File: config.mk
export PLATFORM = sky130hd
export DESIGN_NAME = regfile_arbiter
export DESIGN_NICKNAME = d
export VERILOG_FILES = /design/src/rtl/regfile_arbiter.sv
export SDC_FILE = /design/constraint.sdc
export NUM_CORES = 1
export LEC_CHECK = 0
export CORE_UTILIZATION = 38
export DETAILED_ROUTE_END_ITERATION = 12
export HOLD_SLACK_MARGIN = 0.15
export PLACE_DENSITY_LB_ADDON = 0.12
export SLEW_MARGIN = 40
export SYNTH_ARGS = -nofsm -noshare
export SYNTH_HDL_FRONTEND = slang
export SYNTH_SLANG_ARGS = --single-unit
File: constraint.sdc
create_clock -name clk -period 3.1 [get_ports clk]
set_input_delay 0.62 -clock clk [delete_from_list [all_inputs] [get_ports clk]]
set_output_delay 0.62 -clock clk [all_outputs]
set_load 0.03 [all_outputs]
File: src/rtl/regfile_arbiter.sv
// regfile_arbiter: two-requester round-robin access arbiter and zero-fill
// clear sequencer in front of a 16 x 32-bit single-write-port register file.
//
// Optional build macro: REGFILE_ARB_R0_ZERO_EN -- register 0 hardwired to zero
// (writes to address 0 are accepted but suppressed, reads of address 0 return 0).
//
// Ports:
//   clk, reset            clock, synchronous active-high reset
//   clr_req / clr_busy    start a zero-fill of registers 1..15 / fill in progress
//   rN_req/we/addr/wdata  requester N access (N = 0 core datapath, 1 debug/load)
//   rN_gnt                combinational grant, access accepted at end of cycle
//   rN_rvalid / rN_rdata  read return, two cycles after the grant
//   rf_*                  register file read/write port (rf_readdata in)
module regfile_arbiter #(
  parameter int unsigned DATA_W = 32,
  parameter int unsigned ADDR_W = 4
) (
  input  logic              clk,
  input  logic              reset,
  input  logic              clr_req,
  output logic              clr_busy,
  input  logic              r0_req,
  input  logic              r0_we,
  input  logic [ADDR_W-1:0] r0_addr,
  input  logic [DATA_W-1:0] r0_wdata,
  output logic              r0_gnt,
  output logic              r0_rvalid,
  output logic [DATA_W-1:0] r0_rdata,
  input  logic              r1_req,
  input  logic              r1_we,
  input  logic [ADDR_W-1:0] r1_addr,
  input  logic [DATA_W-1:0] r1_wdata,
  output logic              r1_gnt,
  output logic              r1_rvalid,
  output logic [DATA_W-1:0] r1_rdata,
  output logic [ADDR_W-1:0] rf_readreg,
  output logic [ADDR_W-1:0] rf_writereg,
  output logic [DATA_W-1:0] rf_writedata,
  output logic              rf_write_en,
  input  logic [DATA_W-1:0] rf_readdata
);

  localparam logic [ADDR_W-1:0] CLR_FIRST = ADDR_W'(1);
  localparam logic [ADDR_W-1:0] CLR_LAST  = '1;

  typedef enum logic {
    IDLE  = 1'b0,
    CLEAR = 1'b1
  } state_t;

  state_t            state;
  logic [ADDR_W-1:0] clr_cnt;
  logic              last_gnt;   // id of the requester granted most recently

  // Read tag pipeline: stage 1 = rf_readreg presented, stage 2 = rf_readdata valid
  logic s1_rd, s1_id, s1_zero;
  logic s2_rd, s2_id, s2_zero;

  logic              can_grant;
  logic              gnt0, gnt1, any_gnt;
  logic              win_we;
  logic [ADDR_W-1:0] win_addr;
  logic [DATA_W-1:0] win_wdata;
  logic              win_zero;

  // Grant decision: round-robin on a tie, lone requester always wins
  always_comb begin
    can_grant = 1'b0;
    gnt0      = 1'b0;
    gnt1      = 1'b0;
    can_grant = !reset && (state == IDLE) && !clr_req;
    gnt0      = can_grant && r0_req && (!r1_req || last_gnt);
    gnt1      = can_grant && r1_req && (!r0_req || !last_gnt);
  end

  // Winner's access fields
  always_comb begin
    any_gnt   = gnt0 | gnt1;
    win_we    = gnt1 ? r1_we    : r0_we;
    win_addr  = gnt1 ? r1_addr  : r0_addr;
    win_wdata = gnt1 ? r1_wdata : r0_wdata;
`ifdef REGFILE_ARB_R0_ZERO_EN
    win_zero  = (win_addr == '0);
`else
    win_zero  = 1'b0;
`endif
  end

  assign r0_gnt = gnt0;
  assign r1_gnt = gnt1;

  // State, clear counter, pointer, tag pipeline and registered rf port
  always_ff @(posedge clk) begin
    if (reset) begin
      state        <= IDLE;
      clr_busy     <= 1'b0;
      clr_cnt      <= '0;
      last_gnt     <= 1'b1;
      s1_rd        <= 1'b0;
      s1_id        <= 1'b0;
      s1_zero      <= 1'b0;
      s2_rd        <= 1'b0;
      s2_id        <= 1'b0;
      s2_zero      <= 1'b0;
      rf_write_en  <= 1'b0;
      rf_readreg   <= '0;
      rf_writereg  <= '0;
      rf_writedata <= '0;
    end else begin
      // Tags keep moving in every state so reads in flight finish during CLEAR
      s1_rd   <= any_gnt && !win_we;
      s1_id   <= gnt1;
      s1_zero <= win_zero;
      s2_rd   <= s1_rd;
      s2_id   <= s1_id;
      s2_zero <= s1_zero;

      case (state)
        IDLE: begin
          if (clr_req) begin
            // The first clear write is presented together with clr_busy
            state        <= CLEAR;
            clr_busy     <= 1'b1;
            clr_cnt      <= CLR_FIRST;
            rf_write_en  <= 1'b1;
            rf_writereg  <= CLR_FIRST;
            rf_writedata <= '0;
          end else if (any_gnt) begin
            last_gnt <= gnt1;
            if (win_we) begin
              rf_write_en  <= !win_zero;
              rf_writereg  <= win_addr;
              rf_writedata <= win_wdata;
            end else begin
              rf_write_en  <= 1'b0;
              rf_readreg   <= win_addr;
            end
          end else begin
            rf_write_en <= 1'b0;
          end
        end

        CLEAR: begin
          if (clr_cnt == CLR_LAST) begin
            state       <= IDLE;
            clr_busy    <= 1'b0;
            clr_cnt     <= '0;
            rf_write_en <= 1'b0;
          end else begin
            clr_cnt      <= clr_cnt + ADDR_W'(1);
            rf_write_en  <= 1'b1;
            rf_writereg  <= clr_cnt + ADDR_W'(1);
            rf_writedata <= '0;
          end
        end

        default: begin
          state    <= IDLE;
          clr_busy <= 1'b0;
        end
      endcase
    end
  end

  // Read return routed to the owner of the stage-2 tag
  assign r0_rvalid = s2_rd && !s2_id;
  assign r1_rvalid = s2_rd &&  s2_id;
  assign r0_rdata  = (r0_rvalid && !s2_zero) ? rf_readdata : '0;
  assign r1_rdata  = (r1_rvalid && !s2_zero) ? rf_readdata : '0;

endmodule

==> results of run 1 <==
## worst max-delay path by stage
stage / startpoint / slack, ps / end / cells after the start
floorplan: reset / 840 / r1_gnt / 5
global placement: r1_req / 310 / r1_gnt / 5
detailed placement: r1_req / 290 / r1_gnt / 5
CTS: r1_req / 280 / r1_gnt / 5
global route: r1_req / 190 / r1_gnt / 5
finish: r1_req / 280 / r1_gnt / 5
## area by class of cell
| class | instances | area, µm² |
|---|---|---|
| fill | 679 | 2440 |
| timing repair buffer | 235 | 2240 |
| multi-input combinational | 278 | 1900 |
| sequential | 52 | 1040 |
| tap | 102 | 128 |
| clock buffer | 6 | 72.6 |
| inverter | 6 | 22.5 |
| clock inverter | 1 | 5.00 |
## worst max-delay path, stage by stage
cell and delay (ps):
clkdlybuf4s50_1 500, nor2b_1 190, nand3_1 140, clkinv_1 90, clkdlybuf4s50_1 670
## stage by stage
step	cells	hold WS [ps]	utilization, %	setup WS, ps
floorplan	373	414	-	837
global placement	673	422	68.0	313
detailed placement	673	429	68.0	286
CTS	680	443	68.9	277
global route	680	451	68.9	191
finish	680	436	68.9	282
## cell families after synthesis
group / Yosys count / share of synthesized area (%)
compound gates: 88 / 21.0
xor+xnor: 1 / 0.279
fa+ha+maj: 1 / 0.399
buf+inv: 43 / 6.63
flops: 52 / 33.2
mux: 36 / 11.5
simple gates: 152 / 27.0
## cell usage in the layout, fill, tap and decap left out, types with 7 or more instances in the layout
cell type	synthesis	routed
mux2i_1	36	36
a21oi_1	37	37
buf_4	1	48
o211a_1	34	34
nand2_1	44	44
clkdlybuf4s50_1	0	186
and2_1	35	35
and3_1	34	34
dfxtp_1	52	52
nor2b_1	7	7
## registers in the layout, summed over array words and instances, names as in the netlist
name and flops:
last_gnt 1, clr_busy 1, clr_cnt 4, state 1, s1_id 1, s2_rd 1, rf_writereg 4, rf_write_en 1
rf_readreg 4, s1_rd 1, s2_id 1, rf_writedata 32
## report_power, final
| group | leakage, nW | total [mW] | switching [mW] | internal [mW] |
|---|---|---|---|---|
| Clock | 0.0410 | 0.371 | 0.217 | 0.154 |
| Combinational | 2.03 | 0.539 | 0.261 | 0.278 |
| Sequential | 0.427 | 0.738 | 0.0257 | 0.713 |
## per-layer routing
layer / up-vias / routed length [µm] / track usage, %
li1: 1740 / - / -
met1: 1682 / 4200 / 27.1
met2: 162 / 5700 / 45.8
met3: 26 / 898 / 7.06
met4: 0 / 270 / 7.95
met5: - / 0 / 0
==> results.cfg, run 1 <==
[sta]
rsz0062_at_grt = false
finalHoldViolations = 0
fmax_ghz = 0.355
max_slew_margin_pct = 65.8
fin_crit_sh_pct = 90.9
period_needed_ps = 2820
fin_tns_setup_ps = 0
fin_worst_skew_ps = 11.3
worst_slew_pin_slew_ps = 500
slew_violations = 0
setup_viol = 0

[yosys]
synthTopCellsByCount = 52 x dfxtp_1, 44 x nand2_1, 37 x a21oi_1, 36 x mux2i_1, 35 x and2_1
synthDistinctLibCells = 40
syn_nets = 485
postSynthCellCount = 373
ys_ff_latch = 52
yosysMostFrequentCell = dfxtp_1
yosys.area.top_type = dfxtp_1
synth_top_cell_area_share_pct = 33.2
async_flop_share_pct = 0
synth_area_leaders = dfxtp_1 33%, mux2i_1 11%, o211a_1 11%
ys_warn_count = 0
synth.cell_area_um2 = 3130
ys.flop_type = dfxtp_1
synth-edff-count = 0
synth_area_per_cell_um2 = 8.40
seq_area_frac_synth_pct = 33.2

[setup_path]
crit_fanout = 3
reg2reg_depth = 5
critPathRequiredTime_ps = 2480
crit_type = input pin to output port
cp-end-kind = output port
r2r-end = rf_writedata[6]
worstSetupStartpointType = input pin
r2r-start = state
arrival_ps = 2200
r2r_slack_ps = 1200

[flow_run]
maxCapViolations = 0

[floorplan]
ios = 221
die_y_um = 92.8
rows = 32
start_util_pct = 39.9
core_area_um2 = 7850
die_x_um = 92.8
die_area_um2 = 8620

[clock_network]
cts_root_buf = clkbuf_8
clock-sinks = 52
cts.clk_slew.worst_paths_ps = 100
ctsResizeCount = 0
cts_made_buffers = 5
cts_buffer_depth = 2
cts_setup_buffers = 0
clock_latency_ps = 310
h-tree-depth = 2
cts_tree = built
holdBufCountCts = 0

[placement]
dp_hpwl_mm = 8.52
placed_area_um2 = 5330
gp_congestion = 0.907
io_buffers = 220

[detailed_routing]
drc = 0
drt-total-wl_mm = 11.1
viasPerCell = 5.31
wl_per_cell_um = 16.3
drtPass1Iterations = 4
vias = 3610
drt_iter0_drc = 129
postRouteAntennaNets = 0

[layout]
area_growth_pct = 72.6
diodes = 0
finalInstanceArea_um2 = 5410
drive_gt1_share_pct = 10.6
nets = 690

[power]
leakagePower_nw = 2.50
power_density_nw_per_um2 = 305
ir_drop_uv = 187
total_power_mw = 1.65

[grt]
grt_pass1_vias = 3430
grt_max_degree = 45
grt_pass1_wl_mm = 17.0
antenna_found_initial = 0
grt.total_usage_pct = 24.8
globalRouteOverflowTotal = 0

[hold_path]
min_from = s1_rd
holdPathStages = 1
min_to = s2_rd
hold_class = register to register

[run_status]
outcome = completed
(Power assumes the default switching activity.)
==> run 2, diff against run 1 <==
--- a/config.mk
+++ b/config.mk
@@ -5,8 +5,10 @@
 export SDC_FILE = /design/constraint.sdc
 export NUM_CORES = 1
 export LEC_CHECK = 0
-export CORE_UTILIZATION = 38
+export ABC_AREA = 1
+export CORE_UTILIZATION = 39
 export DETAILED_ROUTE_END_ITERATION = 12
+export GPL_TIMING_DRIVEN = 0
 export HOLD_SLACK_MARGIN = 0.15
 export PLACE_DENSITY_LB_ADDON = 0.12
 export SLEW_MARGIN = 40
==> run 2 against run 1 <==
  * Non-clock buffer count is 19 higher
  * Via count is 12% higher
  * Clock skew is 1.3 ps lower
  * Cell area is 5.0% higher
  * Utilization is 3.1 points higher
  * Die area is 0.95% higher
  * Synthesized cell count is 40% higher
  * Combinational power is 27% higher
  * Clock power is 24% higher
  * Count of clock-buffer cells in the layout stayed put
  * Sequential cell count stayed put
==> results.cfg, run 2 <==
[yosys]
ys_ff_latch = 52
yosysMostFrequentCell = nand2_1
yosys.area.top_type = dfxtp_1
synth_area_leaders = dfxtp_1 32%, nand2_1 15%, nor2_1 14%
synth_area_per_cell_um2 = 6.23
synthDistinctLibCells = 28
async_flop_share_pct = 0
synth-edff-count = 0
postSynthCellCount = 521
ys.flop_type = dfxtp_1
synthTopCellsByCount = 128 x nand2_1, 117 x nor2_1, 52 x dfxtp_1, 49 x inv_1, 43 x o21ai_0
ys_warn_count = 0
synth.cell_area_um2 = 3250
seq_area_frac_synth_pct = 32.0
syn_nets = 633
synth_top_cell_area_share_pct = 32.0

[sta]
slew_violations = 0
setup_viol = 0
fin_crit_sh_pct = 94.9
finalHoldViolations = 0
fin_worst_skew_ps = 9.97
period_needed_ps = 2940
worst_slew_pin_slew_ps = 551
max_slew_margin_pct = 63.3
rsz0062_at_grt = false
fmax_ghz = 0.340

[clock_network]
cts_setup_buffers = 0
cts_tree = built
h-tree-depth = 2
cts_made_buffers = 5
cts_buffer_depth = 2
clock_latency_ps = 300
clock-sinks = 52
cts_root_buf = clkbuf_8
cts.clk_slew.worst_paths_ps = 100

[placement]
gp_congestion = 0.815
io_buffers = 220
dp.cells = 843
dp_hpwl_mm = 9.48

[run_status]
outcome = completed

[layout]
top_register = rf_writedata
diodes = 0
layout_commonest_cell = clkdlybuf4s50_1
finish.utilization_pct = 72.0
nets = 859
largest_reg_flops = 32
final_cell_mix = 218 x clkdlybuf4s50_1, 128 x nand2_1, 117 x nor2_1
area_growth_pct = 75.0
drive_gt1_share_pct = 8.02
fin_cells = 850

[floorplan]
die_x_um = 93.3
die_area_um2 = 8700
die_y_um = 93.3
ios = 221
start_util_pct = 41.2
core_area_um2 = 7890
rows = 32

[detailed_routing]
drtPass1Iterations = 4
drc = 0
vias = 4034
wl_per_cell_um = 13.3
viasPerCell = 4.75
postRouteAntennaNets = 0
drt-total-wl_mm = 11.3
drt_iter0_drc = 134

[grt]
grt_max_degree = 18
antenna_found_initial = 0
grt_pass1_vias = 3735
grt.total_usage_pct = 25.6
grt_pass1_wl_mm = 17.6
globalRouteOverflowTotal = 0

[power]
leakagePower_nw = 2.48
ir_drop_uv = 197
power_density_nw_per_um2 = 336

[setup_path]
critPathRequiredTime_ps = 2480
crit_fanout = 17
cp-end-kind = output port
worstSetupStartpointType = input pin
crit_type = input pin to output port
arrival_ps = 2320

[flow_run]
maxCapViolations = 0

[hold_path]
hold_class = register to register
-- run 2: report_power, final --
part	switching, mW	internal [mW]
sequential	0.0372	0.724
combinational	0.352	0.333
clock	0.221	0.240
total	0.610	1.30
-- run 2: area by class of cell --
type / instances / area [µm²]
sequential: 52 / 1040
tap: 102 / 128
multi-input combinational: 383 / 1820
clock buffer: 6 / 72.6
clock inverter: 2 / 35.0
fill: 668 / 2200
inverter: 51 / 191
buffer: 34 / 194
timing repair buffer: 220 / 2200
-- run 2: path summary, 6_finish.rpt --
path,from,endpoint,slack [ps],cells after the start
setup reg to reg,state,rf_writedata[9],1080,9
hold / removal,s1_id,s2_id,410,2
hold reg to reg,s1_id,s2_id,410,2
setup / recovery,clr_req,r1_gnt,160,5
-- run 2: repair_timing --
item,in CTS,in global routing
resized for setup,1,1
pin swaps,0,0
hold endpoints to repair,0,0
setup endpoints to repair,1,1
hold buffers,0,0
-- run 2: metrics by stage --
stage | setup slack (ps) | cell area, µm² | hold slack, ps | TNS, ps | total power, mW
floorplan | 880 | 3250 | 388 | 0 | 1.14
global placement | -340 | 5580 | 394 | -340 | 1.45
detailed placement | -383 | 5580 | 400 | -383 | 1.46
CTS | 44.7 | 5680 | 413 | 0 | 1.92
global route | 85.3 | 5680 | 434 | 0 | 2.01
finish | 157 | 5680 | 409 | 0 | 1.91
-- run 2: layer usage --
layer | vias up | share of wire (%) | track usage (%)
met5 | - | 0 | 0
met4 | 0 | 2.9 | 10.0
met3 | 20 | 7.6 | 6.10
met2 | 170 | 53 | 49.3
met1 | 1776 | 36 | 26.4
li1 | 2068 | - | -
-- run 2: worst max-delay path, stage by stage --
cell	delay [ps]
clkdlybuf4s50_1	530
nor2_8	250
nand2_4	110
nor2_4	340
dlygate4sd2_1	450
-- run 2: cells by family after synthesis --
family                   after synthesis  share of synthesized area [%]
AND/OR/NAND/NOR                      298                           40.0
AO/OA/AOI/OAI                         84                           15.6
flip-flops                            52                           32.0
adder cells (fa/ha/maj)                1                          0.385
buffers and inverters                 86                           12.0
==> run 3, diff against run 2 <==
--- a/config.mk
+++ b/config.mk
@@ -11,6 +11,7 @@
 export GPL_TIMING_DRIVEN = 0
 export HOLD_SLACK_MARGIN = 0.15
 export PLACE_DENSITY_LB_ADDON = 0.12
+export RECOVER_POWER = 50
 export SLEW_MARGIN = 40
 export SYNTH_ARGS = -nofsm -noshare
 export SYNTH_HDL_FRONTEND = slang
==> run 3 against run 2 <==
  * Non-clock buffer count unchanged
  * Register-to-register slack got worse by 340 ps
  * Power decreased by 1.6%
  * Clock power about the same
  * Critical endpoint unchanged
  * Largest power group unchanged
  * Highest routed layer unchanged
==> results.cfg, run 3 (same netlist as run 2, synthesis figures left out) <==
[run_status]
outcome = completed

[placement]
dp_slack_ps = -383
placed_area_um2 = 5580
gp_congestion = 0.815
dp.cells = 843
dp_hpwl_mm = 9.48
io_buffers = 220

[grt]
grt.total_usage_pct = 25.6
grt_pass1_vias = 3735
grt_max_degree = 18
globalRouteOverflowTotal = 0
antenna_found_initial = 0
grt_pass1_wl_mm = 17.6

[detailed_routing]
drtPass1Iterations = 5
drt-total-wl_mm = 11.3
drc = 0
postRouteAntennaNets = 0
wl_per_cell_um = 13.3
viasPerCell = 4.75
drt_iter0_drc = 120
vias = 4035

[sta]
fin_crit_sh_pct = 95.0
hold-worst-slack_ps = 410
fmax_ghz = 0.339
worst_slew_pin_slew_ps = 553
fin_tns_setup_ps = 0
finalHoldViolations = 0
rsz0062_at_grt = false
slew_violations = 0
max_slew_margin_pct = 63.2
worst_slack_ps = 154
fin_worst_skew_ps = 10.8
period_needed_ps = 2950
setup_viol = 0

[clock_network]
cts_buffer_depth = 2
ctsResizeCount = 1
cts_setup_buffers = 0
clock_latency_ps = 300
cts_made_buffers = 5
h-tree-depth = 2
cts_root_buf = clkbuf_8
cts_tree = built
clock-sinks = 52
holdBufCountCts = 0
cts.clk_slew.worst_paths_ps = 100

[layout]
layout_commonest_cell = clkdlybuf4s50_1
top_register = rf_writedata
multiInputGateArea_um2 = 1780
drive_gt1_share_pct = 6.02
finalInstanceArea_um2 = 5630
fill_cells = 688
finish.utilization_pct = 71.4
largest_reg_flops = 32
diodes = 0
regArea_um2 = 1040
nets = 859
fin_cells = 850
area_growth_pct = 73.5
final_cell_mix = 174 x clkdlybuf4s50_1, 130 x nand2_1, 118 x nor2_1

[setup_path]
crit_type = input pin to output port
critPathRequiredTime_ps = 2480
cpMaxStageDelayCell = clkdlybuf4s50_1
crit_fanout = 17
worst-path-buf-inv = 2
cp-end-kind = output port
worstSetupStartpointType = input pin
path_delay_family = buffers and inverters
arrival_ps = 2330
cpPeakStageDelay_ps = 530
path_cells = clkdlybuf4s50_1, nor2_8, nand2_4, nor2_4, dlygate4sd2_1

[floorplan]
ios = 221
die_x_um = 93.3
die_area_um2 = 8700
die_y_um = 93.3
start_util_pct = 41.2
rows = 32
core_area_um2 = 7890

[flow_run]
maxCapViolations = 0

[hold_path]
hold_class = register to register

[power]
power_density_nw_per_um2 = 333
ir_drop_uv = 195
leakagePower_nw = 2.57
total_power_mw = 1.88
run 3: final timing paths:
check / depth (start not counted) / from / end / slack [ps]
setup / recovery: 5 / clr_req / r1_gnt / 150
hold / removal: 2 / s1_id / s2_id / 410
setup reg to reg: 9 / state / rf_writedata[4] / 740
hold reg to reg: 2 / s1_id / s2_id / 410
run 3: layout make-up:
class,count,area share [%]
timing repair buffer,220,39.1
multi-input combinational,383,31.7
sequential,52,18.5
inverter,51,3.40
buffer,34,3.18
tap,102,2.27
clock buffer,6,1.29
clock inverter,2,0.622
run 3: power by group:
part / leakage [nW] / total [mW] / internal, mW / switching (mW)
sequential: 0.429 / 0.758 / 0.724 / 0.0340
combinational: 2.08 / 0.656 / 0.308 / 0.347
clock: 0.0552 / 0.464 / 0.240 / 0.224
total: 2.57 / 1.88 / 1.27 / 0.605
run 3: routing by layer:
| metal | global-route usage [%] | wire, µm | vias up |
|---|---|---|---|
| met2 | 49.3 | 5920 | 164 |
| met4 | 10.0 | 350 | 0 |
| li1 | - | - | 2066 |
| met1 | 26.4 | 4150 | 1782 |
| met3 | 6.10 | 859 | 23 |
| met5 | 0 | 0 | - |
run 3: worst min-delay path, delay by kind of cell (launching register included):
kind          cells  cell delay (ps)
simple gates      1               30
flops             1              310
buf+inv           1               40
